<file path="src/rtl/cpu_phase_sequencer.sv">
// Multi-cycle FETCH/DECODE/EXEC/WB control sequencer with memory-wait stretching,
// halt handling, a stall watchdog and saturating retire/stall counters.
module cpu_phase_sequencer #(
  parameter int CNT_W   = 32,
  parameter int TIMEOUT = 255
) (
  input  logic             clk,
  input  logic             rst_n,
  input  logic             i_start,
  input  logic             i_halt_req,
  input  logic             i_mem_ready,
  input  logic             i_exec_mem,
  input  logic             i_is_halt,
  output logic             o_fetch_req,
  output logic             o_ir_we,
  output logic             o_exec_en,
  output logic             o_dmem_req,
  output logic             o_rf_we,
  output logic             o_pc_we,
  output logic [1:0]       o_phase,
  output logic             o_busy,
  output logic             o_halted,
  output logic             o_timeout_err,
  output logic [CNT_W-1:0] o_instr_count,
  output logic [CNT_W-1:0] o_stall_count
);

  localparam int WCNT_W = (TIMEOUT > 0) ? $clog2(TIMEOUT + 1) : 1;
  localparam logic [WCNT_W-1:0] TMO = WCNT_W'(TIMEOUT);

  typedef enum logic [2:0] {
    S_IDLE,
    S_FETCH,
    S_DECODE,
    S_EXEC,
    S_WB,
    S_HALT,
    S_ERR
  } state_t;

  state_t            state;
  state_t            state_nxt;
  logic              halt_lat;
  logic [WCNT_W-1:0] wcnt;
  logic [CNT_W-1:0]  instr_cnt;
  logic [CNT_W-1:0]  stall_cnt;
  logic              stall;
  logic              tmo_hit;

  function automatic logic [CNT_W-1:0] sat_inc(input logic [CNT_W-1:0] v);
    return (&v) ? v : v + 1'b1;
  endfunction

  // With TIMEOUT == 0 the watchdog never fires and the wait counter parks at 0.
  assign tmo_hit = (TIMEOUT != 0) && (wcnt == TMO);

  always_comb begin
    state_nxt     = state;
    stall         = 1'b0;
    o_fetch_req   = 1'b0;
    o_ir_we       = 1'b0;
    o_exec_en     = 1'b0;
    o_dmem_req    = 1'b0;
    o_rf_we       = 1'b0;
    o_pc_we       = 1'b0;
    o_phase       = 2'd0;
    o_busy        = 1'b0;
    o_halted      = 1'b0;
    o_timeout_err = 1'b0;
    case (state)
      S_IDLE: begin
        if (halt_lat || i_halt_req) state_nxt = S_HALT;
        else if (i_start)           state_nxt = S_FETCH;
      end
      S_FETCH: begin
        o_busy      = 1'b1;
        o_phase     = 2'd0;
        o_fetch_req = 1'b1;
        if (i_mem_ready) begin
          o_ir_we   = 1'b1;
          state_nxt = S_DECODE;
        end else begin
          stall = 1'b1;
          if (tmo_hit) state_nxt = S_ERR;
        end
      end
      S_DECODE: begin
        o_busy    = 1'b1;
        o_phase   = 2'd1;
        state_nxt = S_EXEC;
      end
      S_EXEC: begin
        o_busy    = 1'b1;
        o_phase   = 2'd2;
        o_exec_en = 1'b1;
        if (!i_exec_mem) begin
          state_nxt = S_WB;
        end else begin
          o_dmem_req = 1'b1;
          if (i_mem_ready) begin
            state_nxt = S_WB;
          end else begin
            stall = 1'b1;
            if (tmo_hit) state_nxt = S_ERR;
          end
        end
      end
      S_WB: begin
        o_busy    = 1'b1;
        o_phase   = 2'd3;
        o_rf_we   = 1'b1;
        o_pc_we   = 1'b1;
        state_nxt = (i_is_halt || halt_lat) ? S_HALT : S_FETCH;
      end
      S_HALT: begin
        o_halted = 1'b1;
        if (i_start) state_nxt = S_FETCH;
      end
      S_ERR: begin
        o_timeout_err = 1'b1;
      end
      default: state_nxt = S_IDLE;
    endcase
  end

  always_ff @(posedge clk or negedge rst_n) begin
    if (!rst_n) begin
      state    <= S_IDLE;
      halt_lat <= 1'b0;
      wcnt     <= '0;
    end else begin
      state <= state_nxt;
      // A pending halt request is consumed by the transition into HALT.
      if (state_nxt == S_HALT && state != S_HALT) halt_lat <= 1'b0;
      else if (i_halt_req)                        halt_lat <= 1'b1;
      if (state_nxt != state)         wcnt <= '0;
      else if (stall && wcnt != TMO)  wcnt <= wcnt + 1'b1;
    end
  end

  always_ff @(posedge clk or negedge rst_n) begin
    if (!rst_n) begin
      instr_cnt <= '0;
      stall_cnt <= '0;
    end else begin
      if (state == S_WB) instr_cnt <= sat_inc(instr_cnt);
      if (stall)         stall_cnt <= sat_inc(stall_cnt);
    end
  end

  assign o_instr_count = instr_cnt;
  assign o_stall_count = stall_cnt;

endmodule

</file>
<file path="config.mk">
export PLATFORM = sky130hd
export DESIGN_NAME = cpu_phase_sequencer
export DESIGN_NICKNAME = d
export VERILOG_FILES = /design/src/rtl/cpu_phase_sequencer.sv
export SDC_FILE = /design/constraint.sdc
export NUM_CORES = 1
export LEC_CHECK = 0
export BUFFER_PORTS_ARGS = -buffer_cell sky130_fd_sc_hd__buf_2
export CAP_MARGIN = 5
export CORE_MARGIN = 2
export CORE_UTILIZATION = 55
export DETAILED_ROUTE_END_ITERATION = 8
export PLACE_DENSITY_LB_ADDON = 0.15
export SYNTH_ARGS = -nofsm -noshare
export SYNTH_HDL_FRONTEND = slang
export SYNTH_SLANG_ARGS = --single-unit
</file>
<file path="constraint.sdc">
create_clock -name clk -period 3 [get_ports clk]
set_input_delay 0.3 -clock clk [delete_from_list [all_inputs] [get_ports clk]]
set_output_delay 0.3 -clock clk [all_outputs]
set_load 0.1 [all_outputs]
</file>
After elaboration in Yosys (flattened, before gate mapping)
Cells that the tools add are included.
Widths: inputs -> output; s select.
{"block": "classes", "mux": 26, "bitwise_logic": 2, "eq_ne": 11, "mul": 0, "n_addsub": 3, "magnitude_cmp": 0, "n_shift": 0, "reduce_logical": 12, "div_mod_pow": 0}
{"operator": "$add 32x1->32 const B", "n": 2}
{"operator": "$reduce_and 32->1", "n": 2}
{"operator": "$mux 3", "n": 7}
{"operator": "$pmux 3 s7", "n": 1}
{"operator": "$mux 8", "n": 2}
{"operator": "$mux 1", "n": 14}
{"operator": "$eq 3x3->1 const B", "n": 4}
{"operator": "$add 8x1->8 const B", "n": 1}
{"operator": "$eq 8x8->1 const B", "n": 1}
{"operator": "$ne 8x8->1 const B", "n": 1}
{"operator": "$eq 3x2->1 const B", "n": 2}
{"operator": "$pmux 2 s3", "n": 1}
{"operator": "$reduce_and 2->1", "n": 2}
{"operator": "$reduce_bool 2->1", "n": 2}
{"operator": "$reduce_or 4->1", "n": 1}
{"operator": "$eq 3x1->1 const B", "n": 1}
{"operator": "$logic_not 3->1", "n": 1}
{"operator": "$ne 3x3->1", "n": 1}
{"operator": "$ne 3x3->1 const B", "n": 1}
{"operator": "$logic_and 1x1->1", "n": 2}
{"operator": "$logic_or 1x1->1", "n": 2}
{"operator": "$not 1->1", "n": 2}
{"operator": "$pmux 1 s2", "n": 1}
{"block": "totals", "regBits": 76, "n_memories": 0, "latchBits": 0, "mem_bits_rw": 0, "romBits": 0, "input_bits": 7, "output_inout_bits": 75}

Longest topological paths before layout
{"block": "depth", "depth_word": 8, "ltp_mapped": 7}

Worst setup path after synthesis
OpenSTA, ideal clock, no wires.
{"block": "synth_timing", "path_type": "flip-flop to output port", "start": "reg state[1]", "end": "out o_ir_we", "stages_incl_launch_ff": 4, "required_ns": 2.700, "t_arrival_ns": 3.671, "slack_ns": -0.971, "cell_sequence": "dfrtp_1 > clkbuf_1 > nor3_1 > and2_1"}
{"block": "synth_between", "elab_chain_len": 2}
{"element": "start, declared", "line_no": "41", "rtl": "state_t state;"}
{"element": "start signal, assigned", "line_no": "132", "rtl": "state <= state_nxt;"}
{"element": "$eq 3x1->1", "line_no": "70", "rtl": "case (state)"}
{"element": "$mux 1", "line_no": "70"}
{"element": "end, declared", "line_no": "15", "rtl": "output logic o_ir_we,"}
Every way passes these cells.

Worst setup path in the final report
{"block": "layout_timing", "start": "reg stall_cnt[0] (netlist: o_stall_count[0])", "end": "reg stall_cnt[1] (netlist: o_stall_count[1])"}
{"block": "layout_between", "elab_chain_len": 3, "word_cells_on_any_way": 4, "classes_between": "add/sub (1); bitwise (1); reduce/logical (2)"}
{"element": "start, declared", "line_no": "46", "rtl": "logic [CNT_W-1:0] stall_cnt;"}
{"element": "start signal, assigned", "line_no": "147", "rtl": "if (stall) stall_cnt <= sat_inc(stall_cnt);"}
{"element": "parallel branches: the longest is 3 deep, another holds $add 32x1->32"}
Parallel ways; which one is timed is not known.
A chain may end at the register's enable or synchronous reset.

==> PnR_summary.wiki <==
{| class="wikitable"
! Metric !! Value
|-
| Status || finished, final reports clean
|-
| Hold bufs inserted after CTS || 0
|-
| Number of vias per cell || between 5 and 6
|-
| Number of antenna violations at the first check in global routing || 0
|-
| Most common cell in the netlist || sky130_fd_sc_hd__dfrtp_1
|-
| Placed insts || between 500 and 600
|-
| Initial detailed-routing violation count || approximately 200
|-
| Setup Skew || 0.0143 ns
|-
| Most used flip-flop cell after synthesis || sky130_fd_sc_hd__dfrtp_1
|-
| TritonCTS Buffers || 9
|-
| Drt pass-1 iters || 4
|-
| Leak pwr || about 2.3 nW
|-
| Synthesized instance count || 380
|-
| Area delta synth->final || 19.5%
|-
| Commonest cells in the netlist || 76 x sky130_fd_sc_hd__dfrtp_1, 35 x sky130_fd_sc_hd__xnor2_1, 34 x sky130_fd_sc_hd__nor2_1, 32 x sky130_fd_sc_hd__nand2_1, 32 x sky130_fd_sc_hd__xor2_1
|-
| Vias || between 3k and 4k
|-
| Floorplan Core Area || between 6000 and 7000 sq um
|-
| Dominant cells by area after synthesis || sky130_fd_sc_hd__dfrtp_1 49%, sky130_fd_sc_hd__xnor2_1 7.9%, sky130_fd_sc_hd__xor2_1 7.2%
|-
| Fraction of final layout cells sized beyond drive strength 1 || between 20 and 30%
|-
| Clock latency on the worst-skew pair || ~0.34 ns
|-
| Post-layout instance count excluding filler cells || 570
|-
| Highest ir drop seen on vdd || between 0.001 and 0.0015 V
|-
| WL/cell || 14.6 um
|-
| Unrepaired setup endpoints after global routing || false
|-
| Total number of yosys warnings || 0
|-
| Timing-limited maximum frequency || 423 MHz
|-
| Ratio of final minimum period to clock period || between 70% and 80%
|-
| # nets final || 480
|-
| Clock tree from TritonCTS || done
|-
| Grt ovf || 0
|-
| Number of synthesized flops with an enable pin || 0
|-
| Final setup violation count || 0
|-
| Slew at the pin closest to its max-slew limit || approximately 0.82 ns
|-
| Count of port buffers added during placement || 81
|-
| Final setup slack of the worst path || roughly 0.63 ns
|-
| Clock-pin slew on the worst setup and hold paths || around 0.090 ns
|-
| Post-Syn Nets || 390
|-
| Root buffer selected by CTS || sky130_fd_sc_hd__clkbuf_8
|-
| Antenna cells || 0
|-
| Row count || 30
|-
| Clock net sink count || 76
|-
| Number of buffers on the longest clock path || 2
|-
| Overall routed net length || ~8400 um
|-
| Max-Slew Margin vs Limit || between 40% and 50%
|-
| Post-synthesis instance area || 3880 sq um
|-
| Critical Path AT || around 2.6 ns
|-
| Area share of the largest cell type after synthesis || between 40% and 50%
|-
| Final min period || 2.37 ns
|-
| Ys async rst share || 100%
|-
| Number of storage elements in the synthesis netlist || 76
|-
| Overall die width || 88.0 um
|-
| Library cell contributing the largest single delay on the critical path || sky130_fd_sc_hd__or4_4
|-
| Starting density of the core || between 50 and 60%
|-
| Chip Height || 88.0 um
|-
| Count of cells resized by post-cts repair || 0
|-
| Tightest Hold Check Type || input port to async pin
|-
| Number of nets with antenna violations after detailed routing || 0
|-
| Highest net fanout along the worst path || 8
|-
| Post-Place Worst Slack || ~0.67 ns
|-
| Post-detail-place hpwl || around 6100 um
|-
| Hold violation total from the final report || 0
|-
| Portion of the post-synthesis area used by sequential elements || a little under 50%
|-
| Critical path type || flip-flop to flip-flop
|-
| Number of design rule violations left after detail routing || 0
|-
| CP Capture Type || flip-flop
|-
| Data required time at the worst endpoint || approximately 3.2 ns
|-
| Distinct cells, synth || 51
|-
| Synth Area per Inst || slightly above 10 sq um
|-
| Number of global-route vias before repair || around 3k
|-
| Placer congestion estimate || between 0.8 and 0.9
|-
| CP Cell Sequence || ha_1, nand3_2, or4_4, nor4_4, buf_4, or2_4, mux2_4
|-
| GRT Resource Usage Total || 22.8%
|-
| Top-level I/O count || 82
|-
| Setup repair bufs after CTS || 0
|-
| Slowest cell delay on critical path || approximately 0.62 ns
|-
| Number of max-slew violations in the final report || 0
|-
| Startpoint type of the worst setup path || flip-flop
|-
| Max-cap violation count || 0
|-
| Maximum level of the CTS H-tree || 3
|-
| Die Footprint || a little under 8000 sq um
|-
| Post-synthesis cell type with the largest combined area || sky130_fd_sc_hd__dfrtp_1
|-
| Pin count of the biggest net entering global routing || 39
|-
| Global-route wire length before repair || approximately 14000 um
|-
| Power per cell area || about 820 nW/um^2
|}
[logic make-up after synthesis]
family          count (synthesis)  synth area share [%]
fa+ha+maj                       3                 0.967
mux                             3                 0.967
buf+inv                        18                  2.09
xor+xnor                       67                  15.1
compound gates                 24                  5.25
simple gates                  189                  26.6
flops                          76                  49.0
[layout make-up]
cell class | count | area [sq um]
multi-input combinational | 286 | 1900
clock buffer | 11 | 151
timing repair buffer | 87 | 450
inverter | 10 | 37.5
sequential | 76 | 1900
tap | 96 | 120
fill | 571 | 2190
clock inverter | 4 | 72.6
[metrics by stage]
| stage | util [%] | hold slack (ns) | cell area (sq um) | power (mW) | setup TNS [ns] |
|---|---|---|---|---|---|
| 2_1_floorplan | - | 0.00441 | 3890 | 2.67 | -0.0271 |
| 3_3_place_gp | 64.7 | 0.440 | 4420 | 2.92 | 0 |
| 3_5_place_dp | 64.7 | 0.448 | 4420 | 2.94 | 0 |
| 4_1_cts | 67.9 | 0.0701 | 4640 | 3.81 | 0 |
| 5_1_grt | 67.9 | 0.110 | 4640 | 3.96 | 0 |
| 6_report | 67.9 | 0.0477 | 4640 | 3.80 | 0 |
[state kept, by name, summed over array words and instances (netlist names)]
name and count:
o_instr_count 32, o_stall_count 32, wcnt 8, state 3, halt_lat 1
[worst max-delay path: cells and delay by family, from the launching register on]
| family | cells | cell delay [ns] |
|---|---|---|
| fa+ha+maj | 1 | 0.19 |
| buf+inv | 1 | 0.20 |
| flops | 1 | 0.40 |
| mux | 1 | 0.29 |
| simple gates | 4 | 1.19 |
[cells in the final DEF, fill, tap and decap left out, types with 2 or more instances in the layout]
cell,Yosys,routed
sky130_fd_sc_hd__buf_4,1,6
sky130_fd_sc_hd__nor4_1,8,8
sky130_fd_sc_hd__nor3_1,18,17
sky130_fd_sc_hd__and4_1,5,5
sky130_fd_sc_hd__nor3b_1,2,2
sky130_fd_sc_hd__inv_1,10,10
sky130_fd_sc_hd__and2_1,3,3
sky130_fd_sc_hd__buf_2,2,81
sky130_fd_sc_hd__nand2b_1,3,3
sky130_fd_sc_hd__a31oi_1,3,3
sky130_fd_sc_hd__nor4_4,2,2
sky130_fd_sc_hd__nor4b_1,2,2
sky130_fd_sc_hd__nor2_1,34,34
sky130_fd_sc_hd__dfrtp_2,0,2
sky130_fd_sc_hd__bufinv_16,0,2
sky130_fd_sc_hd__xnor2_1,35,35
sky130_fd_sc_hd__dfrtp_1,76,74
sky130_fd_sc_hd__clkbuf_8,0,11
sky130_fd_sc_hd__or4_1,2,2
sky130_fd_sc_hd__xor2_1,32,32
sky130_fd_sc_hd__and3_1,12,12
sky130_fd_sc_hd__nand2_1,32,32
sky130_fd_sc_hd__nand3_1,27,27
sky130_fd_sc_hd__mux2_2,2,2
sky130_fd_sc_hd__a21oi_1,2,2
sky130_fd_sc_hd__o31ai_1,2,2
sky130_fd_sc_hd__a22oi_1,2,2
sky130_fd_sc_hd__o21ai_0,2,2
sky130_fd_sc_hd__nand3_2,2,2
sky130_fd_sc_hd__nand4_1,24,24
sky130_fd_sc_hd__o22ai_1,2,2
sky130_fd_sc_hd__nor2b_1,4,4
sky130_fd_sc_hd__ha_1,3,3
sky130_fd_sc_hd__or2_2,3,3
[power breakdown]
part	leakage, nW	total [mW]	switching (mW)	internal [mW]
combinational	1.18	1.63	1.32	0.305
sequential	1.03	1.30	0.174	1.12
clock	0.111	0.872	0.363	0.508
total	2.31	3.80	1.86	1.94
[worst paths after layout]
| path | startpoint | endpoint | slack [ns] | depth (start not counted) |
|---|---|---|---|---|
| min | rst_n | o_stall_count[25] | 0.05 | 1 |
| max in group asynchronous | rst_n | o_instr_count[1] | 2.14 | 2 |
| min in group clk | i_halt_req | halt_lat | 0.27 | 3 |
| max | o_stall_count[0] | o_stall_count[1] | 0.63 | 7 |
| max reg2reg | o_stall_count[0] | o_stall_count[1] | 0.63 | 7 |
| min reg2reg | o_instr_count[4] | o_instr_count[4] | 0.49 | 1 |
[layer usage]
metal,track usage [%],up-vias,routed length [um]
met5,0,-,0
met4,6.06,0,57
met3,4.71,4,371
met2,35.0,84,3820
met1,33.2,1525,4100
li1,-,1528,-
(Power assumes the default switching activity.)
